**src/rtl/clk_step_controller.sv**
```systemverilog
// Clock-enable controller for the 16-bit RISC core.
// A programmable prescaler on clk_in produces a one-cycle tick. A small FSM
// turns ticks into cpu_en pulses for continuous run or debounced single-step,
// or holds the core in HALT. Everything runs in the clk_in domain.
module clk_step_controller #(
  parameter int unsigned DIV_WIDTH      = 32,
  parameter int unsigned DEFAULT_PERIOD = 200000,
  parameter int unsigned DEB_TICKS      = 20,
  parameter int unsigned CNT_WIDTH      = 16
) (
  input  logic                 clk_in,
  input  logic                 rst,
  input  logic                 mode_run,
  input  logic                 step_btn,
  input  logic                 halt_req,
  input  logic                 resume,
  input  logic                 div_load,
  input  logic [DIV_WIDTH-1:0] div_value,
  output logic                 tick,
  output logic                 cpu_en,
  output logic [1:0]           state,
  output logic [CNT_WIDTH-1:0] step_count
);

  localparam int unsigned DEB_W = (DEB_TICKS > 2) ? $clog2(DEB_TICKS) : 1;

  localparam logic [DEB_W-1:0]     DEB_LAST   = DEB_W'(DEB_TICKS - 1);
  localparam logic [DEB_W-1:0]     DEB_ONE    = DEB_W'(1);
  localparam logic [DIV_WIDTH-1:0] PERIOD_RST = DIV_WIDTH'(DEFAULT_PERIOD);
  localparam logic [DIV_WIDTH-1:0] PERIOD_MIN = DIV_WIDTH'(2);
  localparam logic [DIV_WIDTH-1:0] DIV_ONE    = DIV_WIDTH'(1);
  localparam logic [CNT_WIDTH-1:0] CNT_ONE    = CNT_WIDTH'(1);

  typedef enum logic [1:0] {
    ST_IDLE = 2'b00,
    ST_RUN  = 2'b01,
    ST_STEP = 2'b10,
    ST_HALT = 2'b11
  } state_t;

  // Prescaler
  logic [DIV_WIDTH-1:0] r_period;
  logic [DIV_WIDTH-1:0] r_presc;
  logic [DIV_WIDTH-1:0] w_period_load;
  logic                 w_terminal;
  logic                 w_tick;

  // Step button synchronizer and debounce
  logic             r_sync1;
  logic             r_sync2;
  logic             r_stable;
  logic [DEB_W-1:0] r_deb_cnt;
  logic             w_step_evt;

  // FSM and outputs
  state_t               r_state;
  state_t               w_state_next;
  logic                 w_pulse;
  logic                 r_cpu_en;
  logic [CNT_WIDTH-1:0] r_step_count;

  // Periods below 2 cannot produce a distinct tick, so they are clamped.
  assign w_period_load = (div_value < PERIOD_MIN) ? PERIOD_MIN : div_value;
  assign w_terminal    = (r_presc == (r_period - DIV_ONE));
  // A load in the terminal cycle wins: the tick is withheld and the count restarts.
  assign w_tick        = w_terminal & ~div_load;

  // Prescaler counter and period register; a load restarts the count.
  always_ff @(posedge clk_in or posedge rst) begin
    if (rst) begin
      r_period <= PERIOD_RST;
      r_presc  <= '0;
    end else if (div_load) begin
      r_period <= w_period_load;
      r_presc  <= '0;
    end else if (w_terminal) begin
      r_presc  <= '0;
    end else begin
      r_presc  <= r_presc + DIV_ONE;
    end
  end

  // Two-flop synchronizer for the asynchronous push-button.
  always_ff @(posedge clk_in or posedge rst) begin
    if (rst) begin
      r_sync1 <= 1'b0;
      r_sync2 <= 1'b0;
    end else begin
      r_sync1 <= step_btn;
      r_sync2 <= r_sync1;
    end
  end

  // Tick-sampled debounce: accept a new level after DEB_TICKS differing ticks.
  always_ff @(posedge clk_in or posedge rst) begin
    if (rst) begin
      r_stable  <= 1'b0;
      r_deb_cnt <= '0;
    end else if (w_tick) begin
      if (r_sync2 == r_stable) begin
        r_deb_cnt <= '0;
      end else if (r_deb_cnt == DEB_LAST) begin
        r_stable  <= r_sync2;
        r_deb_cnt <= '0;
      end else begin
        r_deb_cnt <= r_deb_cnt + DEB_ONE;
      end
    end
  end

  // Step event fires in the same cycle the stable level is accepted as 1,
  // which avoids an extra edge-detect flop and a cycle of latency.
  assign w_step_evt = w_tick & r_sync2 & ~r_stable & (r_deb_cnt == DEB_LAST);

  // FSM state register.
  always_ff @(posedge clk_in or posedge rst) begin
    if (rst) begin
      r_state <= ST_IDLE;
    end else begin
      r_state <= w_state_next;
    end
  end

  // Next-state and pulse request; priority halt_req > mode_run > step_evt.
  always_comb begin
    w_state_next = r_state;
    w_pulse      = 1'b0;
    case (r_state)
      ST_IDLE: begin
        if (halt_req) begin
          w_state_next = ST_HALT;
        end else if (mode_run) begin
          w_state_next = ST_RUN;
        end else if (w_step_evt) begin
          w_state_next = ST_STEP;
        end
      end
      ST_RUN: begin
        if (halt_req) begin
          w_state_next = ST_HALT;
        end else if (!mode_run) begin
          w_state_next = ST_IDLE;
        end else begin
          w_pulse = w_tick;
        end
      end
      ST_STEP: begin
        if (halt_req) begin
          w_state_next = ST_HALT;
        end else if (w_tick) begin
          w_pulse      = 1'b1;
          w_state_next = ST_IDLE;
        end
      end
      ST_HALT: begin
        if (resume && !halt_req) begin
          w_state_next = ST_IDLE;
        end
      end
      default: begin
        w_state_next = ST_IDLE;
      end
    endcase
  end

  // Registered clock enable, one cycle after the qualifying tick.
  always_ff @(posedge clk_in or posedge rst) begin
    if (rst) begin
      r_cpu_en <= 1'b0;
    end else begin
      r_cpu_en <= w_pulse;
    end
  end

  // Count issued enables; wraps naturally, cleared only by reset.
  always_ff @(posedge clk_in or posedge rst) begin
    if (rst) begin
      r_step_count <= '0;
    end else if (r_cpu_en) begin
      r_step_count <= r_step_count + CNT_ONE;
    end
  end

  assign tick       = w_tick;
  assign cpu_en     = r_cpu_en;
  assign state      = r_state;
  assign step_count = r_step_count;

endmodule
```
**config.mk**
```make
export PLATFORM = sky130hd
export DESIGN_NAME = clk_step_controller
export DESIGN_NICKNAME = d
export VERILOG_FILES = /design/src/rtl/clk_step_controller.sv
export SDC_FILE = /design/constraint.sdc
export NUM_CORES = 1
export LEC_CHECK = 0
export ABC_AREA = 1
export BUFFER_PORTS_ARGS = -buffer_cell sky130_fd_sc_hd__clkbuf_2
export CELL_PAD_IN_SITES_DETAIL_PLACEMENT = 1
export CELL_PAD_IN_SITES_GLOBAL_PLACEMENT = 2
export CORE_MARGIN = 3
export CORE_UTILIZATION = 37
export CTS_CLUSTER_DIAMETER = 40
export CTS_CLUSTER_SIZE = 40
export DETAILED_ROUTE_END_ITERATION = 8
export HOLD_SLACK_MARGIN = 0.12
export PLACE_DENSITY_LB_ADDON = 0.08
export SETUP_SLACK_MARGIN = 0.02
export SLEW_MARGIN = 20
export SYNTH_ARGS = -nofsm -noshare
export SYNTH_HDL_FRONTEND = slang
export SYNTH_SLANG_ARGS = --single-unit
```
**constraint.sdc**
```tcl
create_clock -name clk_in -period 8.91 [get_ports clk_in]
set_clock_uncertainty 0.1 [all_clocks]
set_input_delay 1.782 -clock clk_in [delete_from_list [all_inputs] [get_ports clk_in]]
set_output_delay 1.782 -clock clk_in [all_outputs]
set_load 0.005 [all_outputs]
```
# == Word-level counts from Yosys, hierarchy flattened ==
# Index checks and enable logic that the tools add are counted.
# word_totals
register_bits,91
in_bits,39
wordCells,55
# op_classes
add_sub_neg,4
order_cmp,1
n_eq_ne,10
muxes,19
bitwise,7
n_reduce_logical,5
# ops
operator,count
32-bit two-way mux,3
"32-bit by 1-bit adder with 32-bit output, second input constant",1
32-bit == test,1
"32-bit by 2-bit < comparator with 1-bit output, second input constant",1
"32-bit by 1-bit subtractor with 32-bit output, second input constant",1
"16-bit by 1-bit adder with 16-bit output, second input constant",1
2-bit two-way mux,8
5-bit two-way mux,2
2-bit one-hot mux with 4 select lines,1
"3-bit inequality test, second input constant",2
"5-bit by 1-bit adder with 5-bit output, second input constant",1
"5-bit == test, second input constant",1
1-bit bitwise AND,4
"2-bit == test, second input constant",2
1-bit two-way mux,4
"4-bit inequality test, second input constant",1
4-bit AND reduction,1
1-bit NOT,3
3-bit AND reduction,1
"2-bit by 1-bit == test with 1-bit output, second input constant",1
2-bit zero test,1
"2-bit inequality test, second input constant",1
1-bit one-hot mux with 2 select lines,1
1-bit == test,1
other kinds (2),2

# == Depth between registers and ports, before layout ==
# Gate-level depths: netlist (run 1).
# logic_depth
ltp_word,10
depth_mapped,19
ltp_nobuf,19

# == Worst setup path after synthesis (run 1) ==
# Ideal clock, no wire load.
# synth_timing
kind,input port to output port
startpoint,in div_load
endpoint,out tick
arrival_ns,2.358
required_time_ns,7.028
path_slack_ns,4.670
path_stages,4
cell_sequence,inv_1 > clkbuf_1 > nand3_1 > inv_1
# synth_via
elab_chain_cells,2
# synth_lines
element,line,source
from (decl),17,"input logic div_load,"
1-bit NOT,66,assign w_tick = w_terminal & ~div_load;
1-bit bitwise AND,66,
to (decl),19,"output logic tick,"
# No other way between the ends.

# == Worst setup path in the final report (run 1) ==
# Same ends and word-level chain as after synthesis.

==> results of run 1 <==
[worst max path at each step]
stage,endpoint,cells past startpoint
2_1_floorplan,cpu_en,1
3_3_place_gp,tick,5
3_5_place_dp,tick,5
4_1_cts,tick,5
5_1_grt,tick,5
6_report,tick,5
[worst reg2reg max path: stages, from the launching register on]
cell,delay [ns]
dfrtp_1,0.39
inv_1,0.14
ha_1,0.27
nand3_4,0.16
nor2_4,0.21
nand2_2,0.15
nor2_1,0.11
nand2_1,0.07
a21oi_1,0.18
nand3_1,0.09
nor2_1,0.27
nand2_1,0.17
nand2_2,0.50
a21oi_1,0.09
o21a_1,0.13
[where the power goes]
group	switching (mW)	internal, mW	leakage (nW)
registers	0.0248	0.434	1.18
clock network	0.163	0.263	0.160
logic	0.123	0.0627	2.06
total	0.311	0.760	3.40
[synth_stat cells, drive strengths merged (10+ instances only)]
| library cell | instances |
|---|---|
| nor2 | 151 |
| a21oi | 13 |
| xnor2 | 19 |
| nand2 | 249 |
| inv | 97 |
| xor2 | 41 |
| nand4 | 23 |
| nor3 | 20 |
| nor3b | 11 |
| dfrtp | 85 |
| o21ai | 28 |
| nand3 | 40 |
| nor4 | 10 |
[layer usage]
metal / track usage (%) / vias up / part of all wire [%]
li1: - / 2767 / -
met4: 4.971 / 0 / 0.99
met1: 32.32 / 2692 / 50
met2: 32.73 / 66 / 45
met3: 2.719 / 12 / 4.0
met5: 0 / - / 0
[layout make-up]
type / instances / area [um2]
multi-input cells: 636 / 3304
inverters: 98 / 369.1
fillers: 2077 / 9030
clock inverters: 3 / 68.82
clock buffers: 13 / 260.3
flip-flops and latches: 91 / 2285
repair buffers: 59 / 297.8
well taps: 216 / 270.3
[kinds of logic after synthesis]
kind of cell               after synthesis
and+or+nand+nor                        515
adders and majority gates                9
buffers and inverters                  112
DFF                                     91
AOI/OAI and AO/OA                       52
xor gates and xnor gates                60
[metrics by stage]
step / total power [mW] / hold WS [ns] / worst slack (ns)
global placement: 0.6447 / 0.2434 / 3.586
finish: 1.071 / 0.2686 / 3.601
floorplan: 0.5891 / 0.2312 / 4.670
detailed placement: 0.6537 / 0.2531 / 3.557
global route: 1.136 / 0.2881 / 3.370
CTS: 1.087 / 0.2639 / 3.558
[flip-flops by register name, indices dropped and copies added, names as in the netlist]
register    count
r_period       32
r_presc        32
step_count     16
r_deb_cnt       5
state           2
cpu_en          1
r_stable        1
r_sync1         1
r_sync2         1
==> key figures, run 1 <==
Run status
  • Outcome: completed

Clock tree
  • Num CTS Buffers: 9
  • Clock Sinks: 91
  • CTS tree: built
  • H-tree depth: 3
  • Hold Buf Count CTS: 0
  • Clock transition at path regs: 0.06 ns
  • Post-CTS Resized: 0
  • Clock Latency Late Sink: 0.35 ns
  • Post-CTS Setup Repair Bufs: 0
  • CTS Root Cell: clkbuf_16
  • Max Buffers Root-to-Sink: 2

Die
  • Die area: 17850 um2
  • FP Rows: 46
  • Die Height: 133.6 um
  • I/O pins: 59
  • CORE AREA: 15890 um2
  • Starting Density: 37.93%
  • Die X: 133.6 um

Yosys
  • Post-synthesis xor/xnor area fraction: 8.723%
  • Mux cell area share after synthesis: 0%
  • Cells after synthesis: 839
  • Seq/Total Area, Yosys: 37.92%
  • Top cells by area, synth: dfrtp_1, nand2_1, nor2_1
  • Yosys warns: 0
  • Cell taking the most area after synthesis: dfrtp_1
  • Flops & latches, synth: 91
  • Synth cell types: 44
  • Synthesized-area fraction occupied by adder cells: 1.869%
  • Synth Area in Compound Gates: 4.881%
  • Post-synth EDFFs: 0
  • Synthesized Nets: 887
  • Main synth FF type: dfrtp_1
  • Synthesized area: 6025 um2
  • Combinational family with the most area after synthesis: simple AND/OR/NAND/NOR gates
  • Post-synth ARST share: 100.0%
  • Mapped Avg Cell Area: 7.181 um2
  • Simple-Gate Fraction of Synth Area: 39.38%
  • Post-synth top area share: 35.31%

Worst hold path
  • Worst Hold Depth: 0
  • HP Start: r_sync1
  • Hold EP: r_sync2
  • Hold Crit Class: flop to flop

Worst setup path
  • Setup CP Type: input pin to primary output
  • Worst reg2reg startpoint: r_period[0]
  • Worst reg2reg path depth: 14
  • Crit-path max FO: 49
  • CP arrival: 3.43 ns
  • Slowest-stage cell, CP: clkbuf_2
  • Startpoint types: input pin
  • Crit end category: primary output
  • R2R Setup Slk: 5.77 ns
  • Crit path largest cell delay: 0.63 ns
  • Crit Reg-Reg Endpoint: r_presc[25]
  • Crit. Startpoint: div_load
  • Cells along the critical path: clkbuf_2 > inv_1 > nand3_1 > inv_1 > clkbuf_2
  • WP buf/inv: 4
  • Crit-path leading delay family: buffers and inverters
  • CP required: 7.03 ns

GRT
  • GRT Overall Usage: 21.40%
  • Vias in the first global route: 5767
  • Global-route wire length before repair: 30250 um
  • Initial antenna violation count: 0
  • Pin count of the biggest net entering global routing: 62
  • Grt ovf: 0

Detailed routing
  • Number of nets with antenna violations after routing: 0
  • DR iter-0 viols: 264
  • Drt pass-1 iters: 4
  • Routed wire length per instance: 16.34 um
  • Routed WL: 18230 um
  • Vias per cell: 4.961
  • Via count: 5537
  • Drt drc: 0

Place
  • Placed inst area: 6526 um2
  • Gpl congestion: 0.8694
  • PortBufs: 58
  • Placed Instances: 1100
  • Post-DP HPWL: 14850 um

Pwr
  • Leak: 3.398 nW
  • Power Dens Cells: 156.2 nW/um2
  • Worst vdd ir: 0.08993 mV

Final layout
  • NumNets Final: 943
  • Non-Filler Instances: 1116
  • Final Util: 43.16%
  • Cell area after layout: 6855 um2
  • Area grow syn2layout: 13.79%
  • Share of post-route cells with drive strength above 1: 14.11%
  • ANT cells: 0
  • Commonest cells after routing, fill and taps aside: nand2_1, nor2_1, inv_1
  • Commonest non-fill, non-tap cell in the layout: nand2_1

Timing
  • Rel. slew slack: 43.71%
  • Fmax: 188.3 MHz
  • Final TNS setup: 0 ns
  • # setup viols final: 0
  • Least-Margin Pin Slew: 0.8444 ns
  • Fin. max-slew vios: 0
  • Crit path time final: 5.309 ns
  • Final Hold Vio Count: 0
  • Fin crit share: 59.59%
  • Unrepaired setup endpoints after global routing: false

Job
  • Max Cap Violations: 0
No activity file was read; power rests on OpenSTA's default activity.
==> run 2: changes to the inputs <==
--- a/config.mk
+++ b/config.mk
@@ -10,7 +10,7 @@
 export CELL_PAD_IN_SITES_DETAIL_PLACEMENT = 1
 export CELL_PAD_IN_SITES_GLOBAL_PLACEMENT = 2
 export CORE_MARGIN = 3
-export CORE_UTILIZATION = 37
+export CORE_UTILIZATION = 34
 export CTS_CLUSTER_DIAMETER = 40
 export CTS_CLUSTER_SIZE = 40
 export DETAILED_ROUTE_END_ITERATION = 8
==> constraint.sdc (replaced) <==
create_clock -name clk_in -period 5.53 [get_ports clk_in]
set_clock_uncertainty 0.1 [all_clocks]
set_input_delay 1.106 -clock clk_in [delete_from_list [all_inputs] [get_ports clk_in]]
set_output_delay 1.106 -clock clk_in [all_outputs]
set_load 0.005 [all_outputs]
==> run 2 against run 1 <==
Effect of this change: cell area is 0.62% higher; largest power group unchanged; critical path depth is 10 higher; non-clock buffer count is 1 higher; clock power is 71% higher; sequential power is 61% higher; global-route usage is 1.6 points lower; register-to-register slack worse by 3.4 ns; critical path type is now flop to primary output; critical endpoint unchanged; clock-buffer cell count is 2 lower.
==> key figures, run 2 (synthesized netlist as in run 1, its figures left out) <==
Final layout
  • Commonest non-fill, non-tap cell in the layout: nand2_1
  • NumNets Final: 944 (+0.11%)
  • Share of post-route cells with drive strength above 1: 14.32% (+0.21 points)
  • Commonest cells after routing, fill and taps aside: nand2_1, nor2_1, inv_1
  • Cell area after layout: 6898 um2 (+0.62%)
  • Area grow syn2layout: 14.50%
  • ANT cells: 0 (unchanged)
  • Non-Filler Instances: 1126 (+0.90%)

Pwr
  • Worst vdd ir: 0.1439 mV (+60%)
  • Leak: 3.411 nW (+0.38%)
  • Reg power frac: 41.8% (-1.1 points)
  • Comb pwr share: 17.0% (-0.4 points)
  • Clk pwr share: 41.2% (+1.4 points)
  • Power Dens Cells: 256.1 nW/um2 (+64%)
  • Int Power: 1.259 mW (+66%)
  • Net Sw Power: 507.9 uW (+63%)
  • Sw frac: 28.75% (-0.28 points)

Clock tree
  • Clock Sinks: 91 (unchanged)
  • Post-CTS Setup Repair Bufs: 0 (unchanged)
  • Hold Buf Count CTS: 0 (unchanged)
  • Num CTS Buffers: 9 (unchanged)
  • CTS tree: built
  • Clock Latency Late Sink: 0.35 ns (about the same)
  • Post-CTS Resized: 0 (unchanged)
  • Max Buffers Root-to-Sink: 2 (unchanged)
  • H-tree depth: 3 (unchanged)
  • Clock transition at path regs: 0.07 ns (about the same)
  • CTS Root Cell: clkbuf_16

Detailed routing
  • Number of nets with antenna violations after routing: 0 (unchanged)
  • Vias per cell: 4.906 (-1.1%)
  • DR iter-0 viols: 243 (-8.0%)
  • Drt drc: 0 (unchanged)
  • Routed WL: 18500 um (+1.5%)
  • Routed wire length per instance: 16.43 um (+0.59%)
  • Via count: 5524 (-0.23%)
  • Drt pass-1 iters: 4 (unchanged)

Place
  • Placed Instances: 1110 (+0.91%)
  • Gpl congestion: 0.8893 (+2.3%)
  • PortBufs: 58 (unchanged)
  • Placed inst area: 6545 um2 (+0.29%)
  • Post-DP HPWL: 15330 um (+3.2%)

Die
  • CORE AREA: 17300 um2 (+8.9%)
  • Starting Density: 34.83% (-3.1 points)
  • Die X: 139.1 um (+4.1%)
  • FP Rows: 48 (+4.3%)
  • I/O pins: 59 (unchanged)
  • Die area: 19350 um2 (+8.4%)
  • Die Height: 139.1 um (+4.1%)

Timing
  • Unrepaired setup endpoints after global routing: false
  • Rel. slew slack: 48.01% (+4.3 points)
  • Final TNS setup: 0 ns (unchanged)
  • Least-Margin Pin Slew: 0.7799 ns (-0.06449 ns)
  • # setup viols final: 0 (unchanged)
  • Fin crit share: 72.85%
  • Final Hold Vio Count: 0 (unchanged)
  • Crit path time final: 4.029 ns
  • Fmax: 248.2 MHz
  • Fin. max-slew vios: 0 (unchanged)

GRT
  • Vias in the first global route: 5834 (+1.2%)
  • Pin count of the biggest net entering global routing: 62 (unchanged)
  • GRT Overall Usage: 19.79% (-1.6 points)
  • Grt ovf: 0 (unchanged)
  • Initial antenna violation count: 0 (unchanged)
  • Global-route wire length before repair: 30760 um (+1.7%)

Worst setup path
  • Crit-path max FO: 7 (-86%)
  • Startpoint types: flop
  • Crit end category: primary output
  • CP required: 4.32 ns (-2.71 ns)
  • Setup CP Type: flop to primary output
  • CP arrival: 2.82 ns (-0.61 ns)

Run status
  • Outcome: completed

Job
  • Max Cap Violations: 0 (unchanged)

Worst hold path
  • Hold Crit Class: flop to flop
==> run 2: path summary, 6_finish.rpt <==
kind	start	to	slack [ns]	depth (start not counted)
worst min register to register	r_sync1	r_sync2	0.25	0
worst max register to register	r_period[0]	r_presc[25]	2.41	13
min in group asynchronous	rst	r_deb_cnt[3]	0.79	2
worst min-delay path	r_sync1	r_sync2	0.25	0
max in group asynchronous	rst	r_period[6]	3.58	3
worst max-delay path	r_period[0]	tick	1.50	15
==> run 2: power by group through the flow <==
stage / combinational [mW] / sequential [mW] / clock, mW
CTS: 0.305 / 0.739 / 0.749
finish: 0.301 / 0.739 / 0.727
detailed placement: 0.303 / 0.752 / 0
floorplan: 0.208 / 0.742 / 0
global placement: 0.292 / 0.750 / 0
global route: 0.347 / 0.745 / 0.781
==> run 2: worst max-delay path: stages (launching register included) <==
cell,delay (ns)
dfrtp_1,0.39
inv_1,0.13
ha_1,0.26
nand3_4,0.15
nor2_4,0.20
nand3_1,0.13
nor2_1,0.19
nor2_1,0.06
nor2_1,0.10
nand2_1,0.06
nor2_1,0.08
nand2_1,0.06
nor2_1,0.27
nand3_1,0.17
inv_1,0.10
clkbuf_2,0.11
==> run 2: metrics by stage <==
| stage | hold WS [ns] | worst slack [ns] | utilization (%) | power [mW] |
|---|---|---|---|---|
| floorplan | 0.2312 | 1.970 | - | 0.9492 |
| CTS | 0.2579 | 1.504 | 39.87 | 1.793 |
| finish | 0.2533 | 1.501 | 39.88 | 1.767 |
| detailed placement | 0.2477 | 1.809 | 37.84 | 1.055 |
| global route | 0.2703 | 1.239 | 39.88 | 1.873 |
| global placement | 0.2425 | 1.843 | 37.84 | 1.042 |
==> run 2: routing by layer <==
layer  global-route usage, %  up-vias  part of all wire [%]
met5                       0        -                     0
met4                   4.686        0                   1.1
met3                   2.207       13                   2.3
met2                   31.02       44                    45
met1                   29.37     2700                    51
li1                        -     2767                     -
==> run 2: cell type report <==
cell class | instances | area, um2
tap | 225 | 281.5
clock buffer | 11 | 242.7
sequential | 91 | 2285
inverter | 98 | 370.4
timing repair buffer | 60 | 305.3
fill | 2218 | 10400
clock inverter | 5 | 108.9
multi-input combinational | 636 | 3304
==> run 3: changes to the inputs <==
==> constraint.sdc (replaced) <==
create_clock -name clk_in -period 3.91 [get_ports clk_in]
set_clock_uncertainty 0.1 [all_clocks]
set_input_delay 0.782 -clock clk_in [delete_from_list [all_inputs] [get_ports clk_in]]
set_output_delay 0.782 -clock clk_in [all_outputs]
set_load 0.005 [all_outputs]
==> run 3 against run 2 <==
Effect of this change: non-clock buffer count rose by 1; register-to-register slack got worse by 1.6 ns; critical path depth fell by 1; worst setup slack got worse by 1.2 ns; die area did not move; combinational power rose by 42%; routed wire length rose by 2.5%; worst hold slack got worse by 0.053 ns; final cell count barely moved; critical path type unchanged.
==> key figures, run 3 (synthesized netlist as in run 1, its figures left out) <==
Timing
  • Unrepaired setup endpoints after global routing: false
  • WHS: 0.2000 ns (-0.05329 ns)
  • Fin. max-slew vios: 0 (unchanged)
  • Fmax: 279.8 MHz
  • Final Hold Vio Count: 0 (unchanged)
  • Rel. slew slack: 54.01% (+6.0 points)
  • Least-Margin Pin Slew: 0.6873 ns (-0.09254 ns)
  • Crit path time final: 3.574 ns
  • Worst Setup Slack, final: 0.3359 ns (-1.166 ns)
  • Final TNS setup: 0 ns (unchanged)
  • # setup viols final: 0 (unchanged)
  • Fin crit share: 91.41%

Final layout
  • Share of post-route cells with drive strength above 1: 14.41% (+0.095 points)
  • Filler Cell Count: 2235 (+0.77%)
  • Storage cell area: 2285 um2 (unchanged)
  • Commonest cells after routing, fill and taps aside: nand2_1, nor2_1, inv_1
  • Area of the multi-input gates: 3304 um2 (unchanged)
  • Commonest non-fill, non-tap cell in the layout: nand2_1
  • Area grow syn2layout: 14.39% (about the same)
  • ANT cells: 0 (unchanged)
  • NumNets Final: 945 (+0.11%)

Pwr
  • Leak: 3.405 nW (-0.20%)
  • Clk pwr share: 39.5% (-1.7 points)
  • Comb pwr share: 17.5% (+0.5 points)
  • Worst vdd ir: 0.2268 mV (+58%)
  • Sw frac: 29.66% (+0.91 points)
  • Reg power frac: 43.0% (+1.2 points)
  • Power Dens Cells: 353.7 nW/um2 (+38%)
  • Net Sw Power: 723.1 uW (+42%)
  • Int Power: 1.715 mW (+36%)

Run status
  • Outcome: completed

Place
  • Dpl ws: 0.6934 ns (-1.116 ns)
  • PortBufs: 58 (unchanged)
  • Gpl congestion: 0.8779 (-1.3%)
  • Post-DP HPWL: 15600 um (+1.8%)

Detailed routing
  • Number of nets with antenna violations after routing: 0 (unchanged)
  • Routed wire length per instance: 16.82 um (+2.4%)
  • Drt drc: 0 (unchanged)
  • DR iter-0 viols: 293 (+21%)
  • Via count: 5481 (-0.78%)
  • Vias per cell: 4.863 (-0.87%)
  • Drt pass-1 iters: 5 (+1)
  • Routed WL: 18960 um (+2.5%)

Die
  • Die Height: 139.1 um (unchanged)
  • Starting Density: 34.83% (unchanged)
  • Die area: 19350 um2 (unchanged)
  • FP Rows: 48 (unchanged)
  • Die X: 139.1 um (unchanged)
  • I/O pins: 59 (unchanged)
  • CORE AREA: 17300 um2 (unchanged)

Clock tree
  • H-tree depth: 3 (unchanged)
  • Max Buffers Root-to-Sink: 2 (unchanged)
  • Num CTS Buffers: 9 (unchanged)
  • Post-CTS Resized: 0 (unchanged)
  • Clock transition at path regs: 0.07 ns (about the same)
  • Clock Sinks: 91 (unchanged)
  • Hold Buf Count CTS: 0 (unchanged)
  • CTS Root Cell: clkbuf_16
  • Clock Latency Late Sink: 0.35 ns (about the same)
  • Post-CTS Setup Repair Bufs: 0 (unchanged)
  • CTS tree: built

Worst setup path
  • Setup CP Type: flop to primary output
  • WP buf/inv: 3 (unchanged)
  • CP arrival: 2.69 ns (-0.13 ns)
  • Cells along the critical path: inv_1 > ha_1 > nand3_4 > nor2_8 > xor2_1 > nand2_1 > nor2_1 > nand2_1 > nor2_1 > nand2_1 > nor2_1 > nand3_1 > inv_1 > clkbuf_2
  • Crit path largest cell delay: 0.39 ns (about the same)
  • Crit-path leading delay family: simple AND/OR/NAND/NOR gates
  • Startpoint types: flop
  • CP required: 3.03 ns (-1.29 ns)
  • Crit end category: primary output
  • Slowest-stage cell, CP: dfrtp_1
  • Crit-path max FO: 8 (+1)

GRT
  • GRT Overall Usage: 20.48% (+0.68 points)
  • Grt ovf: 0 (unchanged)
  • Pin count of the biggest net entering global routing: 84 (+35%)
  • Vias in the first global route: 5973 (+2.4%)
  • Initial antenna violation count: 0 (unchanged)
  • Global-route wire length before repair: 31770 um (+3.3%)

Job
  • Max Cap Violations: 0 (unchanged)

Worst hold path
  • Hold Crit Class: input pin to asynchronous set/reset pin
-- run 3: cell type report --
cell class	instances	share of cell area [%]
tap	225	4.085
sequential	91	33.15
timing repair buffer	61	4.720
multi-input combinational	636	47.95
clock buffer	11	3.522
clock inverter	5	1.216
inverter	98	5.356
-- run 3: per-stage QoR --
| step | cells | util, % | cell area (um2) | power, mW |
|---|---|---|---|---|
| after global routing | 1127 | 39.84 | 6892 | 2.587 |
| after global placement | 1111 | 37.96 | 6565 | 1.481 |
| after floorplan | 839 | - | 6025 | 1.342 |
| final | 1127 | 39.84 | 6892 | 2.438 |
| after detailed placement | 1111 | 37.96 | 6565 | 1.501 |
| after CTS | 1127 | 39.84 | 6892 | 2.478 |
-- run 3: final timing paths --
path,startpoint,endpoint,slack [ns],cells past startpoint
setup / recovery,r_period[0],tick,0.34,14
hold / removal,rst,r_deb_cnt[4],0.20,2
setup reg to reg,r_period[0],r_presc[25],0.80,13
hold reg to reg,r_sync1,r_sync2,0.25,0
max in group asynchronous,rst,r_period[6],2.77,3
min in group clk_in,r_sync1,r_sync2,0.25,0
-- run 3: per-layer routing --
| metal | vias up | routed length [um] | track usage [%] |
|---|---|---|---|
| met2 | 46 | 9030 | 33.70 |
| met4 | 0 | 164 | 3.862 |
| met5 | - | 0 | 0 |
| li1 | 2754 | - | - |
| met1 | 2672 | 9295 | 29.27 |
| met3 | 9 | 468 | 2.586 |
-- run 3: power by group through the flow --
stage | sequential [mW] | clock (mW) | combinational (mW)
after floorplan | 1.05 | 0 | 0.294
after global placement | 1.06 | 0 | 0.417
after detailed placement | 1.07 | 0 | 0.435
after CTS | 1.05 | 0.993 | 0.437
after global routing | 1.06 | 1.03 | 0.499
final | 1.05 | 0.963 | 0.427
